$ cat src/rtl/pc_gen_pkg.sv
// pc_gen shared types: widths, FSM states and fetch exception causes.
// Imported by the PC stage and its next-PC target unit.
package pc_gen_pkg;

  localparam int PC_WIDTH_DEF = 32;
  localparam int XLEN_DEF     = 32;

  typedef enum logic [1:0] {
    PCG_BOOT = 2'd0,
    PCG_RUN  = 2'd1,
    PCG_TRAP = 2'd2,
    PCG_HALT = 2'd3
  } pcg_state_e;

  localparam logic [3:0] EXC_IADDR_MISALIGN = 4'd0;
  localparam logic [3:0] EXC_IACCESS_FAULT  = 4'd1;

endpackage

$ cat src/rtl/pc_gen_target.sv
// Combinational next-PC selection for the non-exception, non-stall path:
// mret, jalr, jal/taken branch, sequential.
module pc_gen_target
  import pc_gen_pkg::*;
#(
  parameter int PC_WIDTH = PC_WIDTH_DEF,
  parameter int XLEN     = XLEN_DEF
) (
  input  logic [PC_WIDTH-1:0] pc_i,
  input  logic                jal_i,
  input  logic                jalr_i,
  input  logic                branch_i,
  input  logic                br_taken_i,
  input  logic                mret_i,
  input  logic [XLEN-1:0]     imm_i,
  input  logic [XLEN-1:0]     jalr_rs1_i,
  input  logic [PC_WIDTH-1:0] mepc_i,
  output logic [PC_WIDTH-1:0] npc_o
);

  logic [XLEN-1:0]     jalr_sum;
  logic [PC_WIDTH-1:0] jalr_tgt;
  logic [PC_WIDTH-1:0] rel_tgt;
  logic [PC_WIDTH-1:0] seq_tgt;

  assign jalr_sum = jalr_rs1_i + imm_i;
  assign jalr_tgt = jalr_sum[PC_WIDTH-1:0] & ~PC_WIDTH'(1);
  assign rel_tgt  = pc_i + imm_i[PC_WIDTH-1:0];
  assign seq_tgt  = pc_i + PC_WIDTH'(4);

  // Several selects may be high together; earlier arms win.
  always_comb begin
    npc_o = seq_tgt;
    priority case (1'b1)
      mret_i:                          npc_o = mepc_i;
      jalr_i:                          npc_o = jalr_tgt;
      (jal_i | (branch_i & br_taken_i)): npc_o = rel_tgt;
      default:                         npc_o = seq_tgt;
    endcase
  end

endmodule

$ cat src/rtl/pc_gen.sv
// Program-counter stage: boot bubble, redirects, fetch-exception trap
// entry, and halt on a fault at the trap vector itself.
module pc_gen
  import pc_gen_pkg::*;
#(
  parameter int                     PC_WIDTH = PC_WIDTH_DEF,
  parameter int                     XLEN     = XLEN_DEF,
  parameter logic [PC_WIDTH-1:0]    RESET_PC = '0
) (
  input  logic                clk_i,
  input  logic                rst_n_i,
  input  logic                stall_i,
  input  logic                jal_i,
  input  logic                jalr_i,
  input  logic                branch_i,
  input  logic                br_taken_i,
  input  logic [XLEN-1:0]     imm_i,
  input  logic [XLEN-1:0]     jalr_rs1_i,
  input  logic                if_pc_misalign_i,
  input  logic                if_bus_err_i,
  input  logic                mret_i,
  input  logic [PC_WIDTH-1:0] mepc_i,
  input  logic [PC_WIDTH-1:0] trap_vec_i,
  output logic [PC_WIDTH-1:0] pc_o,
  output logic                pc_valid_o,
  output logic                exc_valid_o,
  output logic [3:0]          exc_cause_o,
  output logic [PC_WIDTH-1:0] exc_pc_o,
  output logic                halted_o
);

  pcg_state_e          state_q;
  logic [PC_WIDTH-1:0] pc_q;
  logic                valid_q;
  logic                exc_valid_q;
  logic [3:0]          exc_cause_q;
  logic [PC_WIDTH-1:0] exc_pc_q;
  logic                halted_q;
  logic                first_q;

  logic [PC_WIDTH-1:0] npc_d;
  logic [PC_WIDTH-1:0] vec_d;
  logic                exc_d;

  assign vec_d = trap_vec_i & ~PC_WIDTH'(3);
  assign exc_d = if_pc_misalign_i | if_bus_err_i;

  pc_gen_target #(
    .PC_WIDTH (PC_WIDTH),
    .XLEN     (XLEN)
  ) u_target (
    .pc_i       (pc_q),
    .jal_i      (jal_i),
    .jalr_i     (jalr_i),
    .branch_i   (branch_i),
    .br_taken_i (br_taken_i),
    .mret_i     (mret_i),
    .imm_i      (imm_i),
    .jalr_rs1_i (jalr_rs1_i),
    .mepc_i     (mepc_i),
    .npc_o      (npc_d)
  );

  always_ff @(posedge clk_i) begin
    if (!rst_n_i) begin
      state_q     <= PCG_BOOT;
      pc_q        <= RESET_PC;
      valid_q     <= 1'b0;
      exc_valid_q <= 1'b0;
      exc_cause_q <= 4'd0;
      exc_pc_q    <= '0;
      halted_q    <= 1'b0;
      first_q     <= 1'b0;
    end else begin
      exc_valid_q <= 1'b0;
      unique case (state_q)
        PCG_BOOT: begin
          state_q <= PCG_RUN;
          valid_q <= 1'b1;
        end
        PCG_RUN: begin
          if (exc_d) begin
            valid_q <= 1'b0;
            if (first_q) begin
              state_q  <= PCG_HALT;
              halted_q <= 1'b1;
            end else begin
              state_q     <= PCG_TRAP;
              pc_q        <= vec_d;
              exc_valid_q <= 1'b1;
              exc_pc_q    <= pc_q;
              exc_cause_q <= if_pc_misalign_i ? EXC_IADDR_MISALIGN
                                              : EXC_IACCESS_FAULT;
            end
          end else if (!stall_i) begin
            pc_q    <= npc_d;
            first_q <= 1'b0;
          end
        end
        PCG_TRAP: begin
          state_q <= PCG_RUN;
          pc_q    <= vec_d;
          valid_q <= 1'b1;
          first_q <= 1'b1;
        end
        PCG_HALT: begin
          halted_q <= 1'b1;
        end
      endcase
    end
  end

  assign pc_o        = pc_q;
  assign pc_valid_o  = valid_q;
  assign exc_valid_o = exc_valid_q;
  assign exc_cause_o = exc_cause_q;
  assign exc_pc_o    = exc_pc_q;
  assign halted_o    = halted_q;

endmodule

$ cat config.mk
export PLATFORM = sky130hd
export DESIGN_NAME = pc_gen
export DESIGN_NICKNAME = d
export VERILOG_FILES = /design/src/rtl/pc_gen_pkg.sv /design/src/rtl/pc_gen_target.sv /design/src/rtl/pc_gen.sv
export SDC_FILE = /design/constraint.sdc
export NUM_CORES = 1
export LEC_CHECK = 0
export CAP_MARGIN = 25
export CORE_UTILIZATION = 61
export CTS_BUF_LIST = sky130_fd_sc_hd__clkbuf_8
export DETAILED_ROUTE_END_ITERATION = 6
export DONT_BUFFER_PORTS = 1
export MAX_ROUTING_LAYER = met4
export PLACE_DENSITY = 0.81
export SLEW_MARGIN = 20
export SYNTH_ARGS = -nofsm -noshare
export SYNTH_HDL_FRONTEND = slang
export SYNTH_SLANG_ARGS = --single-unit
export TNS_END_PERCENT = 1
$ cat constraint.sdc
create_clock -name clk_i -period 2.95 [get_ports clk_i]
set_clock_uncertainty 0.1 [all_clocks]
set_input_delay 0.1475 -clock clk_i [delete_from_list [all_inputs] [get_ports clk_i]]
set_output_delay 0.1475 -clock clk_i [all_outputs]
set_load 0.03 [all_outputs]
==> impl_metrics.env, run 1 <==
export IMPL_fin_util=0.717
export IMPL_syn_area_per_cell_sq_um=7.17
export IMPL_vias_per_cell=6.76
export IMPL_htree_levels=3
export IMPL_cts_buffers=9
export IMPL_netSwitchingFraction=0.470
export IMPL_coreArea_sq_mm=0.0121
export IMPL_maxSlewViolCount=0
export IMPL_slew_headroom=0.286
export IMPL_synth_area_sq_mm=0.00756
export IMPL_final_common_cell="nand2_1"
export IMPL_clk_latency_ns=0.36
export IMPL_die_w_um=113
export IMPL_r2r_start="pc_o[0]$_SDFFE_PN0P_"
export IMPL_dp_cells=1238
export IMPL_outcome="finished clean"
export IMPL_ys_warn_count=0
export IMPL_drive_above_1_share=0.119
export IMPL_port_buffers=0
export IMPL_cts_tree="yes"
export IMPL_drt_iter0_drc=915
export IMPL_dpl_cell_area_sq_mm=0.00800
export IMPL_die_area_sq_mm=0.0128
export IMPL_layout_nets=1322
export IMPL_finalWirelength_mm=28.1
export IMPL_grt_max_degree=42
export IMPL_r2r_end="pc_o[30]$_SDFFE_PN0P_"
export IMPL_max_cap_violations=0
export IMPL_grt_setup_unrepaired="true"
export IMPL_ys_seq_area_frac=0.188
export IMPL_place_gp_congestion=1.04
export IMPL_ir_worst_vdd_v=0.000404
export IMPL_layout_common_cells="nand2_1 (156), a21oi_1 (144), nor2_1 (80)"
export IMPL_end_kind="flip-flop"
export IMPL_clkPwrFrac=0.181
export IMPL_cp_arrival_ns=3.05
export IMPL_drt_pass1_iter_count=7
export IMPL_synthArstFlopShare=0
export IMPL_finalPower_uw=4930
export IMPL_initial_core_util=0.627
export IMPL_n_fill_cell=1013
export IMPL_grt_antenna_before_repair=0
export IMPL_clkTransAtPathRegs_ns=0.09
export IMPL_place_ws_ns=-0.0255
export IMPL_hpwl_mm=21.1
export IMPL_combPwrFrac=0.552
export IMPL_internal_power_uw=2610
export IMPL_ant_nets=0
export IMPL_setup_viol=0
export IMPL_area_delta_synth_final_pct=14.4
export IMPL_grt_pass1_vias=8371
export IMPL_clockBufferDepth=2
export IMPL_holdCritPathClass="primary input to flip-flop"
export IMPL_regArea_sq_mm=0.00142
export IMPL_crit_top_cell="o31a_1"
export IMPL_pwr_share_seq=0.267
export IMPL_ys_ff_latch=71
export IMPL_period_share=0.972
export IMPL_grt_overflow=0
export IMPL_crit_chain="ha_2, inv_1, fa_2, nor2b_2, o31a_1, o21a_2, a211oi_4, or4_4, and3_1, o31a_1, a311oi_1"
export IMPL_crit_slowest_cell="or4_4"
export IMPL_switching_power_uw=2310
export IMPL_cpPeakStageDelay_ns=0.52
export IMPL_p_leak_uw=0.00359
export IMPL_vias=8719
export IMPL_top_level_ports=209
export IMPL_track_usage=0.442
export IMPL_crit_required_ns=3.13
export IMPL_reg2reg_slack_ns=0.08
export IMPL_crit_path_max_fanout=3
export IMPL_cts_sinks=71
export IMPL_row_count=40
export IMPL_cp_start_kind="flip-flop"
export IMPL_min_period_ns=2.87
export IMPL_synth_top_flop_cell="dfxtp_1"
export IMPL_critPathKind="flip-flop to flip-flop"
export IMPL_multi_input_area_sq_mm=0.00583
export IMPL_layout_cells_non_filler=1289
export IMPL_cts_root_buf="clkbuf_8"
export IMPL_endpoint="pc_o[30]$_SDFFE_PN0P_"
export IMPL_drcViolationCount=0
export IMPL_power_density_mw_per_mm2=570
export IMPL_wl_per_cell_um=21.8
export IMPL_syn_inst=1054
export IMPL_grt_pass1_wl_mm=42.6
export IMPL_worstRegToRegCells=11
export IMPL_antenna_cells=0
export IMPL_design_area_sq_mm=0.00865
export IMPL_fmax_mhz=349
export IMPL_startpoint="pc_o[0]$_SDFFE_PN0P_"
export IMPL_fin_ws_ns=0.0817
export IMPL_die_y_um=113
export IMPL_hold_viol=0
export IMPL_worstMarginPinSlew_ns=1.07
export IMPL_synth_edf_count=0
export IMPL_yosysUniqueCellTypes=85
-- power by group through the flow --
| stage | logic, uW | registers, uW | clock network, uW |
|---|---|---|---|
| after floorplan | 1580 | 1530 | 0 |
| after global placement | 2500 | 1330 | 0 |
| after detailed placement | 2530 | 1330 | 0 |
| after CTS | 2590 | 1310 | 888 |
| after global routing | 2920 | 1320 | 922 |
| final | 2720 | 1310 | 892 |
-- metrics by stage --
| step | hold slack (ns) | setup TNS (ns) |
|---|---|---|
| 2_1_floorplan | 0.143 | 0 |
| 3_3_place_gp | 0.149 | 0 |
| 3_5_place_dp | 0.148 | -0.0255 |
| 4_1_cts | 0.00563 | 0 |
| 5_1_grt | 0.0246 | -0.103 |
| 6_report | 0.0186 | 0 |
-- cell usage after synthesis, drive strengths merged (11+ instances only) --
cell    number  area (sq um)
a211oi      22           170
a21o        29           218
a21oi      145           729
and3        17           115
clkbuf      42           208
dfxtp       71          1420
ha          66           826
inv         25          93.8
nand2      159           609
nand3       33           175
nand4       16           100
nor2        80           300
nor3        22           121
o21a        11          83.8
o21ai       78           394
or3         12          76.3
xnor2       41           359
xor2        34           298
-- area by class of cell --
| class | count | area share |
|---|---|---|
| clock inverters | 6 | 0.00984 |
| flip-flops and latches | 71 | 0.165 |
| clock buffers | 10 | 0.0159 |
| repair buffers | 102 | 0.100 |
| multi-input cells | 907 | 0.674 |
| well taps | 168 | 0.0243 |
| inverters | 25 | 0.0109 |
-- critical path, delay by kind of cell, from the launching register on --
family | cells | cell delay, ns
compound gates | 5 | 0.90
simple gates | 3 | 0.84
fa+ha+maj | 2 | 0.55
flops | 1 | 0.34
buf+inv | 1 | 0.06
-- logic make-up (layout without fill, tap and decap cells) --
logic type               Yosys count  after routing  share of synthesized area
AO/OA/AOI/OAI                    385            385                      0.322
AND/OR/NAND/NOR                  369            369                      0.227
buffers and inverters             78            143                     0.0510
XOR/XNOR                          75             75                     0.0869
flip-flops                        71             71                      0.188
adder cells (fa/ha/maj)           68             68                      0.115
multiplexers                       7              7                    0.00944
other                              1              3                   0.000496
-- worst min path at each step --
stage                                start                          end  slack (ns)  cells past startpoint
after floorplan           if_pc_misalign_i  exc_cause_o[0]$_SDFFE_PN0P_        0.14                      1
after global placement    if_pc_misalign_i  exc_cause_o[0]$_SDFFE_PN0P_        0.15                      1
after detailed placement  if_pc_misalign_i  exc_cause_o[0]$_SDFFE_PN0P_        0.15                      1
after CTS                       mepc_i[22]        pc_o[22]$_SDFFE_PN0P_       0.006                      4
after global routing            mepc_i[31]        pc_o[31]$_SDFFE_PN0P_        0.02                      4
final                           mepc_i[31]        pc_o[31]$_SDFFE_PN0P_        0.02                      4
-- timing repair --
action	CTS	global route
resized for setup	2	14
pin swaps	1	4
endpoints found under the hold margin	34	0
endpoints found under the setup margin	1	9
buffers inserted	1	1
hold buffers	32	0
-- routing by layer --
metal / up-vias / GRT usage / part of all wire
met2: 608 / 0.707 / 0.46
met3: 161 / 0.107 / 0.10
met1: 3951 / 0.471 / 0.36
met4: 0 / 0.343 / 0.083
li1: 3999 / - / -
met5: - / - / 0
-- flip-flops by register name (all words and copies together), names as in the netlist --
signal	cells
exc_cause_o	1
exc_pc_o	32
exc_valid_o	1
first_q	1
halted_o	1
pc_o	32
pc_valid_o	1
state_q	2
Power figures use the tool's default switching activity.
==> run 2, diff against run 1 <==
- ABC_AREA: not set -> 1
- SETUP_SLACK_MARGIN: not set -> 0.15
==> impl_metrics.env, run 2 <==
export IMPL_finalSetupTns_ns=0
export IMPL_reg2reg_slack_ns=0.19
export IMPL_setup_viol=0
export IMPL_n_fill_cell=1231
export IMPL_holdCritPathClass="primary input to flip-flop"
export IMPL_clkPwrFrac=0.110
export IMPL_fmax_mhz=363
export IMPL_outcome="finished, violations left"
export IMPL_grt_setup_unrepaired="false"
export IMPL_violations="DRC"
export IMPL_die_y_um=122
export IMPL_period_share=0.934
export IMPL_synth_edf_count=0
export IMPL_internal_power_uw=3520
export IMPL_row_count=43
export IMPL_die_area_sq_mm=0.0149
export IMPL_vias_per_cell=6.14
export IMPL_cp_arrival_ns=2.95
export IMPL_ys_warn_count=0
export IMPL_drt_pass1_iter_count=7
export IMPL_grt_pass1_wl_mm=52.1
export IMPL_multi_input_area_sq_mm=0.00645
export IMPL_syn_inst=1586
export IMPL_port_buffers=0
export IMPL_grt_max_degree=58
export IMPL_synthArstFlopShare=0
export IMPL_coreArea_sq_mm=0.0140
export IMPL_power_density_mw_per_mm2=826
export IMPL_synth_top_flop_cell="dfxtp_1"
export IMPL_crit_slowest_cell="dlygate4sd3_1"
export IMPL_layout_common_cells="nand2_1 (494), inv_1 (185), a21oi_1 (181)"
export IMPL_htree_levels=3
export IMPL_crit_path_max_fanout=4
export IMPL_wl_per_cell_um=19.1
export IMPL_vias=11275
export IMPL_initial_core_util=0.630
export IMPL_drive_above_1_share=0.0628
export IMPL_finalWirelength_mm=35.0
export IMPL_yosysUniqueCellTypes=54
export IMPL_design_area_sq_mm=0.00996
export IMPL_maxSlewViolCount=0
export IMPL_hold_viol=0
export IMPL_die_w_um=122
export IMPL_combPwrFrac=0.681
export IMPL_cts_root_buf="clkbuf_8"
export IMPL_crit_family="buffers and inverters"
export IMPL_pwr_share_seq=0.209
export IMPL_cts_sinks=71
export IMPL_final_common_cell="nand2_1"
export IMPL_track_usage=0.471
export IMPL_synth_area_leader_cell="nand2_1"
export IMPL_top_level_ports=209
export IMPL_area_delta_synth_final_pct=13.1
export IMPL_cp_start_kind="flip-flop"
export IMPL_ant_nets=0
export IMPL_netSwitchingFraction=0.572
export IMPL_worstMarginPinSlew_ns=0.905
export IMPL_ys_top_cells_by_count="nand2_1 (496), inv_1 (184), a21oi_1 (183)"
export IMPL_synth_area_sq_mm=0.00881
export IMPL_regArea_sq_mm=0.00142
export IMPL_clockBufferDepth=2
export IMPL_synthTopCellsByArea="nand2_1 (21%), dfxtp_1 (16%), a21oi_1 (10%)"
export IMPL_clk_latency_ns=0.36
export IMPL_place_gp_congestion=1.03
export IMPL_syn_area_per_cell_sq_um=5.56
export IMPL_grt_antenna_before_repair=0
export IMPL_grt_pass1_vias=10169
export IMPL_cts_tree="yes"
export IMPL_antenna_cells=0
export IMPL_cts_buffers=9
export IMPL_grt_overflow=0
export IMPL_min_period_ns=2.76
export IMPL_dpl_cell_area_sq_mm=0.00909
export IMPL_p_leak_uw=0.00491
export IMPL_clkTransAtPathRegs_ns=0.08
export IMPL_crit_chain="ha_2, inv_1, fa_1, inv_1, nand3_1, nand2_2, nand2_1, nand2_2, or2_2, nand3_1, a21oi_2, o221ai_1, dlygate4sd3_1, a21oi_2"
export IMPL_drt_iter0_drc=1429
export IMPL_cpPeakStageDelay_ns=0.61
export IMPL_max_cap_violations=0
export IMPL_ys_seq_area_frac=0.161
export IMPL_synth_most_common_cell="nand2_1"
export IMPL_ir_worst_vdd_v=0.00111
export IMPL_crit_required_ns=3.14
export IMPL_critPathKind="flip-flop to flip-flop"
export IMPL_drcViolationCount=7
export IMPL_cp_num_buf_inv=3
export IMPL_switching_power_uw=4710
export IMPL_slew_headroom=0.392
export IMPL_end_kind="flip-flop"
export IMPL_synth_top_area_share=0.211
export IMPL_layout_nets=1857
export IMPL_hpwl_mm=25.6
export IMPL_ys_ff_latch=71
==> run 2: cell types whose count changed after synthesis, moves of 11 or more <==
cell / change
nand3b_1: +13
or3_1: -11
o21ai_0: +28
a21o_1: -26
nand2_1: +340
and3_1: -12
xor2_1: -20
clkbuf_1: -12
nand3_1: +86
xnor2_1: -30
a21oi_1: +39
inv_1: +160
a211oi_1: -20
nor2_1: +94
==> run 2: final timing paths <==
check                             start                        end  cells past startpoint
setup / recovery   pc_o[0]$_SDFFE_PN0P_       pc_o[6]$_SDFFE_PN0P_                     14
hold / removal               mepc_i[15]      pc_o[15]$_SDFFE_PN0P_                      4
setup reg to reg   pc_o[0]$_SDFFE_PN0P_       pc_o[6]$_SDFFE_PN0P_                     14
hold reg to reg   pc_o[31]$_SDFFE_PN0P_  exc_pc_o[31]$_SDFFE_PN0P_                      2
==> run 2: power by group through the flow <==
stage	Sequential, uW	Clock (uW)	Combinational [uW]
global placement	1700	0	5010
detailed placement	1700	0	5110
global route	1730	917	6090
CTS	1680	876	5220
finish	1720	901	5610
floorplan	2210	0	3140
==> run 2: routing by layer <==
metal	global-route usage	up-vias	wire length, um	part of all wire
li1	-	5295	-	-
met4	0.315	0	2860	0.082
met2	0.697	822	14800	0.42
met5	-	-	0	0
met3	0.123	231	4270	0.12
met1	0.558	4927	13100	0.37
==> run 2: final cells by class <==
| cell class | count | area share |
|---|---|---|
| inverter | 190 | 0.0716 |
| sequential | 71 | 0.143 |
| tap | 180 | 0.0226 |
| clock inverter | 6 | 0.00854 |
| timing repair buffer | 100 | 0.0929 |
| multi-input combinational | 1279 | 0.648 |
| clock buffer | 10 | 0.0138 |
==> run 2: cell families (layout without fill, tap and decap cells) <==
kind of cell               Yosys count  after routing  share of synthesized area
AOI/OAI and AO/OA                  323            323                      0.195
and+or+nand+nor                    860            860                      0.411
adders and majority gates           68             68                     0.0983
xor gates and xnor gates            25             25                     0.0248
buffers and inverters              238            306                      0.109
DFF                                 71             71                      0.161
other                                1              3                   0.000426
==> run 2: timing repair <==
action	in CTS	in global routing
gates resized for setup	0	5
setup endpoints to repair	0	1
hold endpoints to repair	35	0
setup buffers	0	3
hold buffers	56	0
==> run 2: through the flow <==
| step | cells | setup slack (ns) | hold slack [ns] | utilization | power (uW) |
|---|---|---|---|---|---|
| final | 1836 | 0.195 | 0.0115 | 0.712 | 8230 |
| after global routing | 1836 | 0.119 | 0.0240 | 0.712 | 8730 |
| after CTS | 1831 | 0.240 | 0.00288 | 0.706 | 7780 |
| after detailed placement | 1759 | 0.484 | 0.147 | 0.650 | 6820 |
| after global placement | 1759 | 0.540 | 0.138 | 0.650 | 6710 |
| after floorplan | 1588 | 0.576 | 0.137 | - | 5360 |
==> run 2: worst register-to-register path: stages, from the launching register on <==
cell	delay, ns
dfxtp_1	0.36
ha_2	0.19
inv_1	0.05
fa_1	0.38
inv_1	0.09
nand3_1	0.08
nand2_2	0.11
nand2_1	0.07
nand2_2	0.09
or2_2	0.12
nand3_1	0.07
a21oi_2	0.14
o221ai_1	0.10
dlygate4sd3_1	0.61
a21oi_2	0.13
